File: src/rtl/tcam_rule_ctrl_if.sv
// Host-side bundle for tcam_rule_ctrl: rule updates, search requests and search results.
interface tcam_rule_ctrl_if #(
  parameter int KEY_W = 28,
  parameter int IDX_W = 5
);
  logic             upd_valid_i;
  logic             upd_ready_o;
  logic [IDX_W-1:0] upd_entry_i;
  logic             upd_en_i;
  logic [KEY_W-1:0] upd_key_i;
  logic [KEY_W-1:0] upd_care_i;
  logic             srch_valid_i;
  logic             srch_ready_o;
  logic [KEY_W-1:0] srch_key_i;
  logic             rsp_valid_o;
  logic [IDX_W:0]   rsp_index_o;
  logic             init_done_o;

  modport master (
    output upd_valid_i, upd_entry_i, upd_en_i, upd_key_i, upd_care_i, srch_valid_i, srch_key_i,
    input  upd_ready_o, srch_ready_o, rsp_valid_o, rsp_index_o, init_done_o
  );

  modport slave (
    input  upd_valid_i, upd_entry_i, upd_en_i, upd_key_i, upd_care_i, srch_valid_i, srch_key_i,
    output upd_ready_o, srch_ready_o, rsp_valid_o, rsp_index_o, init_done_o
  );
endinterface

File: src/rtl/tcam_rule_ctrl.sv
// Rule-table sequencer for an SRAM-based TCAM: clears the arrays after reset, rebuilds all
// match-vector rows on each rule change, and arbitrates searches against pending updates.
module tcam_rule_ctrl #(
  parameter int ENTRIES      = 32,
  parameter int KEY_W        = 28,
  parameter int SRAM_LAT     = 1,
  parameter int STARVE_LIMIT = 8
) (
  input  logic                       clk_i,
  input  logic                       rst_i,
  tcam_rule_ctrl_if.slave            host,
  output logic                       tcam_csb_o,
  output logic                       tcam_web_o,
  output logic [3:0]                 tcam_wmask_o,
  output logic [KEY_W-1:0]           tcam_addr_o,
  output logic [ENTRIES-1:0]         tcam_wdata_o,
  input  logic [$clog2(ENTRIES):0]   tcam_rdata_i
);
  localparam int SLICE_W = KEY_W / 4;
  localparam int CNT_W   = SLICE_W + 2;
  localparam int IDX_W   = $clog2(ENTRIES);
  localparam int STV_W   = $clog2(STARVE_LIMIT + 1);
  localparam logic [STV_W-1:0] STV_MAX  = STV_W'(STARVE_LIMIT);
  localparam logic [CNT_W-1:0] CNT_LAST = '1;

  typedef enum logic [1:0] {S_INIT, S_IDLE, S_UPD} state_e;

  state_e             state_q, state_d;
  logic [CNT_W-1:0]   cnt_q, cnt_d;
  logic               init_done_q, init_done_d;
  logic [STV_W-1:0]   starve_q, starve_d;
  logic [KEY_W-1:0]   key_q  [ENTRIES];
  logic [KEY_W-1:0]   care_q [ENTRIES];
  logic [ENTRIES-1:0] valid_q;
  logic               csb_q, csb_d, web_q, web_d;
  logic [3:0]         wmask_q, wmask_d;
  logic [KEY_W-1:0]   addr_q, addr_d;
  logic [ENTRIES-1:0] wdata_q, wdata_d, row_word;
  logic [SRAM_LAT:0]  srch_pipe_q;
  logic               rsp_valid_q;
  logic [IDX_W:0]     rsp_index_q;
  logic               arb_en, starved, upd_ready, srch_ready, upd_acc, srch_acc;
  logic [1:0]         vblk;
  logic [SLICE_W-1:0] row_r;

  assign arb_en     = (state_q == S_IDLE) && init_done_q;
  assign starved    = (starve_q >= STV_MAX);
  assign srch_ready = arb_en && !starved;
  assign upd_ready  = arb_en && (starved || !host.srch_valid_i);
  assign upd_acc    = host.upd_valid_i && upd_ready;
  assign srch_acc   = host.srch_valid_i && srch_ready;

  assign host.upd_ready_o  = upd_ready;
  assign host.srch_ready_o = srch_ready;
  assign host.rsp_valid_o  = rsp_valid_q;
  assign host.rsp_index_o  = rsp_index_q;
  assign host.init_done_o  = init_done_q;
  assign tcam_csb_o        = csb_q;
  assign tcam_web_o        = web_q;
  assign tcam_wmask_o      = wmask_q;
  assign tcam_addr_o       = addr_q;
  assign tcam_wdata_o      = wdata_q;

  // Virtual block 0 holds the most significant key slice.
  assign vblk  = cnt_q[CNT_W-1 -: 2];
  assign row_r = cnt_q[SLICE_W-1:0];

  generate
    for (genvar gi = 0; gi < ENTRIES; gi++) begin : g_row
      logic [SLICE_W-1:0] k_sl, c_sl;
      always_comb begin
        case (vblk)
          2'd0: begin
            k_sl = key_q[gi][4*SLICE_W-1 -: SLICE_W];
            c_sl = care_q[gi][4*SLICE_W-1 -: SLICE_W];
          end
          2'd1: begin
            k_sl = key_q[gi][3*SLICE_W-1 -: SLICE_W];
            c_sl = care_q[gi][3*SLICE_W-1 -: SLICE_W];
          end
          2'd2: begin
            k_sl = key_q[gi][2*SLICE_W-1 -: SLICE_W];
            c_sl = care_q[gi][2*SLICE_W-1 -: SLICE_W];
          end
          default: begin
            k_sl = key_q[gi][SLICE_W-1:0];
            c_sl = care_q[gi][SLICE_W-1:0];
          end
        endcase
      end
      assign row_word[gi] = valid_q[gi] & (((row_r ^ k_sl) & c_sl) == '0);
    end
  endgenerate

  always_comb begin
    state_d     = state_q;
    cnt_d       = cnt_q;
    init_done_d = init_done_q;
    starve_d    = starve_q;
    csb_d       = 1'b1;
    web_d       = 1'b1;
    wmask_d     = 4'h0;
    addr_d      = addr_q;
    wdata_d     = wdata_q;
    case (state_q)
      S_INIT: begin
        csb_d   = 1'b0;
        web_d   = 1'b0;
        wmask_d = 4'hF;
        addr_d  = KEY_W'(cnt_q);
        wdata_d = '0;
        cnt_d   = cnt_q + 1'b1;
        if (cnt_q == CNT_LAST) state_d = S_IDLE;
      end
      S_IDLE: begin
        init_done_d = 1'b1;
        if (upd_acc) begin
          state_d  = S_UPD;
          cnt_d    = '0;
          starve_d = '0;
        end else if (host.upd_valid_i && arb_en) begin
          starve_d = starve_q + 1'b1;
        end
        if (srch_acc) begin
          csb_d  = 1'b0;
          addr_d = host.srch_key_i;
        end
      end
      S_UPD: begin
        csb_d   = 1'b0;
        web_d   = 1'b0;
        wmask_d = 4'hF;
        addr_d  = KEY_W'(cnt_q);
        wdata_d = row_word;
        cnt_d   = cnt_q + 1'b1;
        if (cnt_q == CNT_LAST) state_d = S_IDLE;
      end
      default: state_d = S_INIT;
    endcase
  end

  always_ff @(posedge clk_i or posedge rst_i) begin
    if (rst_i) begin
      state_q     <= S_INIT;
      cnt_q       <= '0;
      init_done_q <= 1'b0;
      starve_q    <= '0;
      csb_q       <= 1'b1;
      web_q       <= 1'b1;
      wmask_q     <= 4'h0;
      addr_q      <= '0;
      wdata_q     <= '0;
    end else begin
      state_q     <= state_d;
      cnt_q       <= cnt_d;
      init_done_q <= init_done_d;
      starve_q    <= starve_d;
      csb_q       <= csb_d;
      web_q       <= web_d;
      wmask_q     <= wmask_d;
      addr_q      <= addr_d;
      wdata_q     <= wdata_d;
    end
  end

  // Shadow table is written at the accept edge so the following sweep sees the new rule.
  always_ff @(posedge clk_i or posedge rst_i) begin
    if (rst_i) begin
      valid_q <= '0;
      for (int i = 0; i < ENTRIES; i++) begin
        key_q[i]  <= '0;
        care_q[i] <= '0;
      end
    end else if (upd_acc) begin
      valid_q[host.upd_entry_i] <= host.upd_en_i;
      if (host.upd_en_i) begin
        key_q[host.upd_entry_i]  <= host.upd_key_i;
        care_q[host.upd_entry_i] <= host.upd_care_i;
      end
    end
  end

  always_ff @(posedge clk_i or posedge rst_i) begin
    if (rst_i) begin
      srch_pipe_q <= '0;
      rsp_valid_q <= 1'b0;
      rsp_index_q <= '0;
    end else begin
      srch_pipe_q <= {srch_pipe_q[SRAM_LAT-1:0], srch_acc};
      rsp_valid_q <= srch_pipe_q[SRAM_LAT];
      if (srch_pipe_q[SRAM_LAT]) rsp_index_q <= tcam_rdata_i;
    end
  end
endmodule

File: src/flat_wrapper.sv
// flat-port wrapper written by rule: the top's interface ports become plain ports
module tcam_rule_ctrl_flat 
#(
  parameter int ENTRIES      = 32,
  parameter int KEY_W        = 28,
  parameter int SRAM_LAT     = 1,
  parameter int STARVE_LIMIT = 8
)
  (clk_i, rst_i, tcam_csb_o, tcam_web_o, tcam_wmask_o, tcam_addr_o, tcam_wdata_o, tcam_rdata_i, host_upd_valid_i, host_upd_entry_i, host_upd_en_i, host_upd_key_i, host_upd_care_i, host_srch_valid_i, host_srch_key_i, host_upd_ready_o, host_srch_ready_o, host_rsp_valid_o, host_rsp_index_o, host_init_done_o);
  tcam_rule_ctrl_if #(.KEY_W(KEY_W)) host_i ();
  input  logic clk_i;
  input  logic rst_i;
  output logic tcam_csb_o;
  output logic tcam_web_o;
  output logic [3:0] tcam_wmask_o;
  output logic [KEY_W-1:0] tcam_addr_o;
  output logic [ENTRIES-1:0] tcam_wdata_o;
  input  logic [$clog2(ENTRIES):0] tcam_rdata_i;
  input wire logic [$bits(host_i.upd_valid_i)-1:0] host_upd_valid_i;
  input wire logic [$bits(host_i.upd_entry_i)-1:0] host_upd_entry_i;
  input wire logic [$bits(host_i.upd_en_i)-1:0] host_upd_en_i;
  input wire logic [$bits(host_i.upd_key_i)-1:0] host_upd_key_i;
  input wire logic [$bits(host_i.upd_care_i)-1:0] host_upd_care_i;
  input wire logic [$bits(host_i.srch_valid_i)-1:0] host_srch_valid_i;
  input wire logic [$bits(host_i.srch_key_i)-1:0] host_srch_key_i;
  output wire logic [$bits(host_i.upd_ready_o)-1:0] host_upd_ready_o;
  output wire logic [$bits(host_i.srch_ready_o)-1:0] host_srch_ready_o;
  output wire logic [$bits(host_i.rsp_valid_o)-1:0] host_rsp_valid_o;
  output wire logic [$bits(host_i.rsp_index_o)-1:0] host_rsp_index_o;
  output wire logic [$bits(host_i.init_done_o)-1:0] host_init_done_o;
  assign host_i.upd_valid_i = host_upd_valid_i;
  assign host_i.upd_entry_i = host_upd_entry_i;
  assign host_i.upd_en_i = host_upd_en_i;
  assign host_i.upd_key_i = host_upd_key_i;
  assign host_i.upd_care_i = host_upd_care_i;
  assign host_i.srch_valid_i = host_srch_valid_i;
  assign host_i.srch_key_i = host_srch_key_i;
  assign host_upd_ready_o = host_i.upd_ready_o;
  assign host_srch_ready_o = host_i.srch_ready_o;
  assign host_rsp_valid_o = host_i.rsp_valid_o;
  assign host_rsp_index_o = host_i.rsp_index_o;
  assign host_init_done_o = host_i.init_done_o;
  tcam_rule_ctrl #(.ENTRIES(ENTRIES), .KEY_W(KEY_W), .SRAM_LAT(SRAM_LAT), .STARVE_LIMIT(STARVE_LIMIT)) u_core (.clk_i(clk_i), .rst_i(rst_i), .host(host_i), .tcam_csb_o(tcam_csb_o), .tcam_web_o(tcam_web_o), .tcam_wmask_o(tcam_wmask_o), .tcam_addr_o(tcam_addr_o), .tcam_wdata_o(tcam_wdata_o), .tcam_rdata_i(tcam_rdata_i));
endmodule
File: config.mk
export PLATFORM = sky130hd
export DESIGN_NAME = tcam_rule_ctrl_flat
export DESIGN_NICKNAME = d
export VERILOG_FILES = /design/src/rtl/tcam_rule_ctrl_if.sv /design/src/rtl/tcam_rule_ctrl.sv /design/src/flat_wrapper.sv
export SDC_FILE = /design/constraint.sdc
export NUM_CORES = 2
export LEC_CHECK = 0
export BUFFER_PORTS_ARGS = -buffer_cell sky130_fd_sc_hd__buf_4
export CAP_MARGIN = 40
export CORE_UTILIZATION = 51
export CTS_CLUSTER_SIZE = 8
export DETAILED_ROUTE_END_ITERATION = 10
export PLACE_DENSITY = 0.69
export SLEW_MARGIN = 20
export SYNTH_ARGS = -nofsm -noshare
export SYNTH_HDL_FRONTEND = slang
export SYNTH_SLANG_ARGS = --single-unit
File: constraint.sdc
create_clock -name clk_i -period 75.1 [get_ports clk_i]
set_input_delay 11.265 -clock clk_i [delete_from_list [all_inputs] [get_ports clk_i]]
set_output_delay 11.265 -clock clk_i [all_outputs]
set_load 0.05 [all_outputs]
* Yosys cells after proc, flatten, opt, wreduce, memory -nomap -nowiden *
Cells that the tools add are included.

cells by class
  add/subtract/negate cells = 2
  multipliers = 0
  div/mod/pow operators = 0
  magnitude comparators = 5
  equality and inequality tests = 8
  shift-type cells = 0
  multiplexer cells = 85
  bitwise logic cells = 97
  reduce and logical (&&, ||, !) cells = 54

operators with widths
  operator                                               count
  bitwise mux 896 bit                                    2
  case mux 7 bit (3 select lines)                        64
  AND 7 bit                                              32
  zero test 7 bit                                        32
  bitwise XOR 7 bit                                      32
  demux 28 bit (select 5 bit)                            1
  case mux 32 bit (2 select lines)                       1
  2-to-1 mux 28 bit                                      2
  case mux 28 bit (2 select lines)                       1
  AND 1 bit                                              32
  bitwise mux 32 bit                                     1
  case mux 9 bit (2 select lines)                        1
  2-to-1 mux 4 bit                                       3
  AND reduction 2 bit                                    5
  adder 9 x 1 -> 9 bit, second input constant            1
  == test 9 bit, second input constant                   1
  2-to-1 mux 9 bit                                       1
  logical AND 1 bit                                      8
  >= comparator 6 bit, second input constant             1
  < comparator 5 x 6 -> 1 bit, second input constant     1
  < comparator 6 x 1 -> 1 bit, second input constant     1
  inequality test 2 x 1 -> 1 bit, second input constant  3
  inverter 5 -> 6 bit                                    1
  nonzero test 2 bit                                     3
  other kinds (14)                                       21

storage, ports and cells
  flip-flop bits (word level) = 1,915
  latch bits = 0
  bits in writable memories = 0
  bits in read-only memories = 0
  bits of input ports = 100
  output and inout bits = 76
  word-level logic and storage cells = 328
  memories kept = 0

* Logic depth before layout (Yosys ltp) *
  word-level depth = 7
  gate-level depth with buffers = 10
  mapped depth without buffers = 6

* Worst setup path after synthesis *
Ideal clock, no wire load.

  kind = input to output
  start point = input port host_srch_valid_i
  end point = output port host_upd_ready_o
  arrival = 12.104 ns
  required time = 63.835 ns
  path slack = 51.731 ns
  stages on the path = 2
  cell sequence = nor2b_1 -> nor2_1

on the way
  word-level cells in the longest chain between the ends = 3

RTL lines
  what               line                  RTL
  start, declared    flat_wrapper.sv:24    input wire logic [$bits(host_i.srch_valid_i)-1:0] host_srch_valid_i;
  zero test 1 bit    tcam_rule_ctrl.sv:49  assign upd_ready = arb_en && (starved || !host.srch_valid_i);
  logical OR 1 bit   tcam_rule_ctrl.sv:49
  logical AND 1 bit  tcam_rule_ctrl.sv:49
  end, declared      flat_wrapper.sv:26    output wire logic [$bits(host_i.upd_ready_o)-1:0] host_upd_ready_o;

No other way between the ends.

* Final worst setup path *
Ends and elaborated chain as after synthesis.

==> flow_metrics.env <==
export IMPL_status="finished clean"
export IMPL_synth_cells=6656
export IMPL_cts_inserted_buffers=289
export IMPL_synth_fp_nets=6760
export IMPL_cts_sinks=1912
export IMPL_grt_pass1_vias=57921
export IMPL_grt_use_met1_pct=40.2
export IMPL_gp_weighted_congestion=0.772
export IMPL_min_delay_path_depth=0
export IMPL_synth_top_area_share_pct=53.9
export IMPL_post_synth_top_area_cell="sky130_fd_sc_hd__dfrtp_1"
export IMPL_setup_tns_ns=0
export IMPL_dp_hpwl_mm=149
export IMPL_post_drt_via_cell_ratio=6.29
export IMPL_grt_max_degree=155
export IMPL_number_of_nets_in_the_layout=6794
export IMPL_yosys_warnings=0
export IMPL_rsz_0062_raised_after_global_routing="no"
export IMPL_powerDensity_mw_per_mm2=28.3
export IMPL_arrival_ns=12.04
export IMPL_ys_async_sr_fraction_pct=100
export IMPL_hold_start="u_core.srch_pipe_q[0]"
export IMPL_finClkSkew_ns=0.0434
export IMPL_first_pass_iters=5
export IMPL_synth_top_cells_by_count="sky130_fd_sc_hd__dfrtp_1, sky130_fd_sc_hd__mux2_2, sky130_fd_sc_hd__xor2_1"
export IMPL_hold_violations=0
export IMPL_hold_class="register to register"
export IMPL_clock_path_buffers=4
export IMPL_report_final_setup_viol=0
export IMPL_route_detailed_drc=0
export IMPL_routed_wire_length_per_instance_um=30.1
export IMPL_crit_path_start_kind="input port"
export IMPL_max_freq_mhz=42.9
export IMPL_initial_utilization_pct=51.5
export IMPL_clk_transition_reported_paths_ns=0.05
export IMPL_globalRoute_busiestLayer="met2"
export IMPL_grt_overflow=0
export IMPL_area_growth_synth_to_final_pct=13.0
export IMPL_design_portCount=176
export IMPL_vias=56802
export IMPL_ys_flop_type="sky130_fd_sc_hd__dfrtp_1"
export IMPL_r2r_setup_slk_ns=71.12
export IMPL_wirelength_mm=272
export IMPL_sequential_cell_area_fraction_in_the_yosys_report_pct=53.9
export IMPL_whs_endpoint="u_core.srch_pipe_q[1]"
export IMPL_postRouteAntennaNets=0
export IMPL_r2r_cells=8
export IMPL_critical_path_reg2reg_startpoint="u_core.state_q[0]"
export IMPL_timing_critical_path_required_ns=63.83
export IMPL_fin_crit_sh_pct=31.0
export IMPL_global_route_wire_length_before_repair_mm=398
export IMPL_worst_r2r_endpoint="u_core.key_q[626]"
export IMPL_holdWs_ns=0.346
export IMPL_coreArea_mm2=0.172
export IMPL_postCtsResizedCells=0
export IMPL_groute_usage_overall_pct=31.0
export IMPL_utilization_pct=58.2
export IMPL_floorplan_rows=152
export IMPL_cp_end_kind="output port"
export IMPL_p_leak_nw=50.4
export IMPL_clock_root_buffer="sky130_fd_sc_hd__clkbuf_16"
export IMPL_largest_vdd_supply_drop_uv=28.5
export IMPL_layout_min_cycle_time_ns=23.30
export IMPL_fraction_of_layout_instances_using_a_drive_strength_above_1_pct=35.8
export IMPL_number_of_different_library_cells_in_the_post_synthesis_netlist=72
export IMPL_cts_htree_levels=5
export IMPL_drv_cap=0
export IMPL_clock_tree_from_tritoncts="done"
export IMPL_yosysMostFrequentCell="sky130_fd_sc_hd__dfrtp_1"
export IMPL_buffer_ports_inserted=175
export IMPL_antenna_found_initial=33
export IMPL_dieArea_mm2=0.176
export IMPL_fp_dieH_um=419
export IMPL_use_met3_pct=5.57
export IMPL_max_slew_margin_rel_pct=34.2
export IMPL_num_fill_cells=13468
export IMPL_synth_area_per_cell_um2=13.3
export IMPL_synth_seq_cells=1912
export IMPL_critical_path_max_fanout=3
export IMPL_syn_area_mm2=0.0887
export IMPL_criticalPathCategory="input port to output port"
export IMPL_ys_top_cells_by_area="sky130_fd_sc_hd__dfrtp_1, sky130_fd_sc_hd__mux2_2, sky130_fd_sc_hd__xor2_1"
export IMPL_dr_first_iter_drc_count=5595
export IMPL_fraction_of_met2_tracks_used_by_global_routing_pct=50.3
export IMPL_synth_edff_count=0
export IMPL_cts_hold_repair_buffers=0
export IMPL_worstMarginPinSlew_ns=0.987
export IMPL_die_x_um=419
export IMPL_report_final_slew_viol_count=0
export IMPL_totalPowerFinal_mw=2.84
export IMPL_clk_insertion_delay_late_ns=0.92
export IMPL_post_cts_buffers=0
==> sequential cells by signal (all words and copies together), names as in the netlist <==
signal and count:
u_core.care_q 896, u_core.key_q 896, u_core.tcam_wdata_o 32, u_core.valid_q 32
u_core.tcam_addr_o 28, u_core.cnt_q 9, u_core.host.rsp_index_o 6, u_core.starve_q 4
u_core.srch_pipe_q 2, u_core.state_q 2, u_core.host.init_done_o 1, u_core.host.rsp_valid_o 1
u_core.tcam_csb_o 1, u_core.tcam_web_o 1, u_core.tcam_wmask_o 1
==> metal layers <==
metal / vias up / share of wire [%]
met5: - / 0.022
met3: 670 / 6.9
met1: 30173 / 40
met4: 8 / 4.8
met2: 2288 / 48
li1: 23663 / -
==> worst max-delay path, stage by stage <==
cell                      delay, ns
sky130_fd_sc_hd__buf_4         0.09
sky130_fd_sc_hd__nor2b_1       0.38
sky130_fd_sc_hd__nor2_1        0.10
sky130_fd_sc_hd__buf_4         0.20
==> cells in the final DEF (no fill, tap or decap), drive strengths merged, types with 22 or more instances in the layout <==
cell type	netlist	routed
dfrtp	1910	1910
a222oi	29	29
mux2i	132	132
clkbuf	255	318
xnor2	29	29
nor2	103	103
o22ai	26	26
a21oi	75	75
a221oi	77	77
xor2	649	649
and3	57	57
o221ai	32	32
nand3	200	200
a31oi	76	76
mux2	1822	1822
a22oi	92	92
o21ai	152	152
buf	344	342
a32o	24	24
a311oi	22	22
a32oi	28	28
inv	74	79
nor3	29	29
nand2	205	205
==> power breakdown <==
part           internal, mW  total [mW]  switching, mW  leakage, nW
Combinational         0.183       0.608          0.425         20.0
Sequential             1.05        1.10         0.0446         26.6
Clock                 0.695        1.13          0.436         3.72
Total                  1.93        2.84          0.906         50.4
==> cells by family (layout without fill, tap and decap cells) <==
| family | count (synthesis) | in the layout | synth area share (%) |
|---|---|---|---|
| compound gates | 772 | 772 | 6.32 |
| xor+xnor | 678 | 678 | 6.70 |
| fa+ha+maj | 4 | 4 | 0.0564 |
| buf+inv | 674 | 740 | 3.89 |
| flops | 1912 | 1912 | 53.9 |
| mux | 1954 | 1954 | 25.5 |
| other cells | 0 | 4 | 0 |
| simple gates | 662 | 662 | 3.56 |
==> cell type report <==
cell class / count / area [um^2] / share of cell area [%]
antenna: 4 / 10.0 / 0.00999
clock buffer: 318 / 7530 / 7.51
clock inverter: 5 / 40.0 / 0.0399
inverter: 75 / 297 / 0.296
multi-input combinational: 4070 / 37600 / 37.5
sequential: 1912 / 47900 / 47.8
tap: 2310 / 2890 / 2.88
timing repair buffer: 342 / 3990 / 3.98
==> through the flow <==
step / area [um^2] / std cells / worst slack [ns]
floorplan: 88700 / 6656 / 9.84
global placement: 90800 / 8633 / 51.86
detailed placement: 92400 / 8700 / 51.80
CTS: 100000 / 9023 / 51.80
global route: 100000 / 9033 / 51.76
finish: 100000 / 9036 / 51.80
==> worst max path at each step <==
stage	start	endpoint	slack, ns
2_1_floorplan	rst_i	u_core.care_q[0]	9.84
3_3_place_gp	host_srch_valid_i	host_upd_ready_o	51.86
3_5_place_dp	host_srch_valid_i	host_upd_ready_o	51.80
4_1_cts	host_srch_valid_i	host_upd_ready_o	51.80
5_1_grt	host_srch_valid_i	host_upd_ready_o	51.76
6_report	host_srch_valid_i	host_upd_ready_o	51.80
No activity file was read; power rests on OpenSTA's default activity.
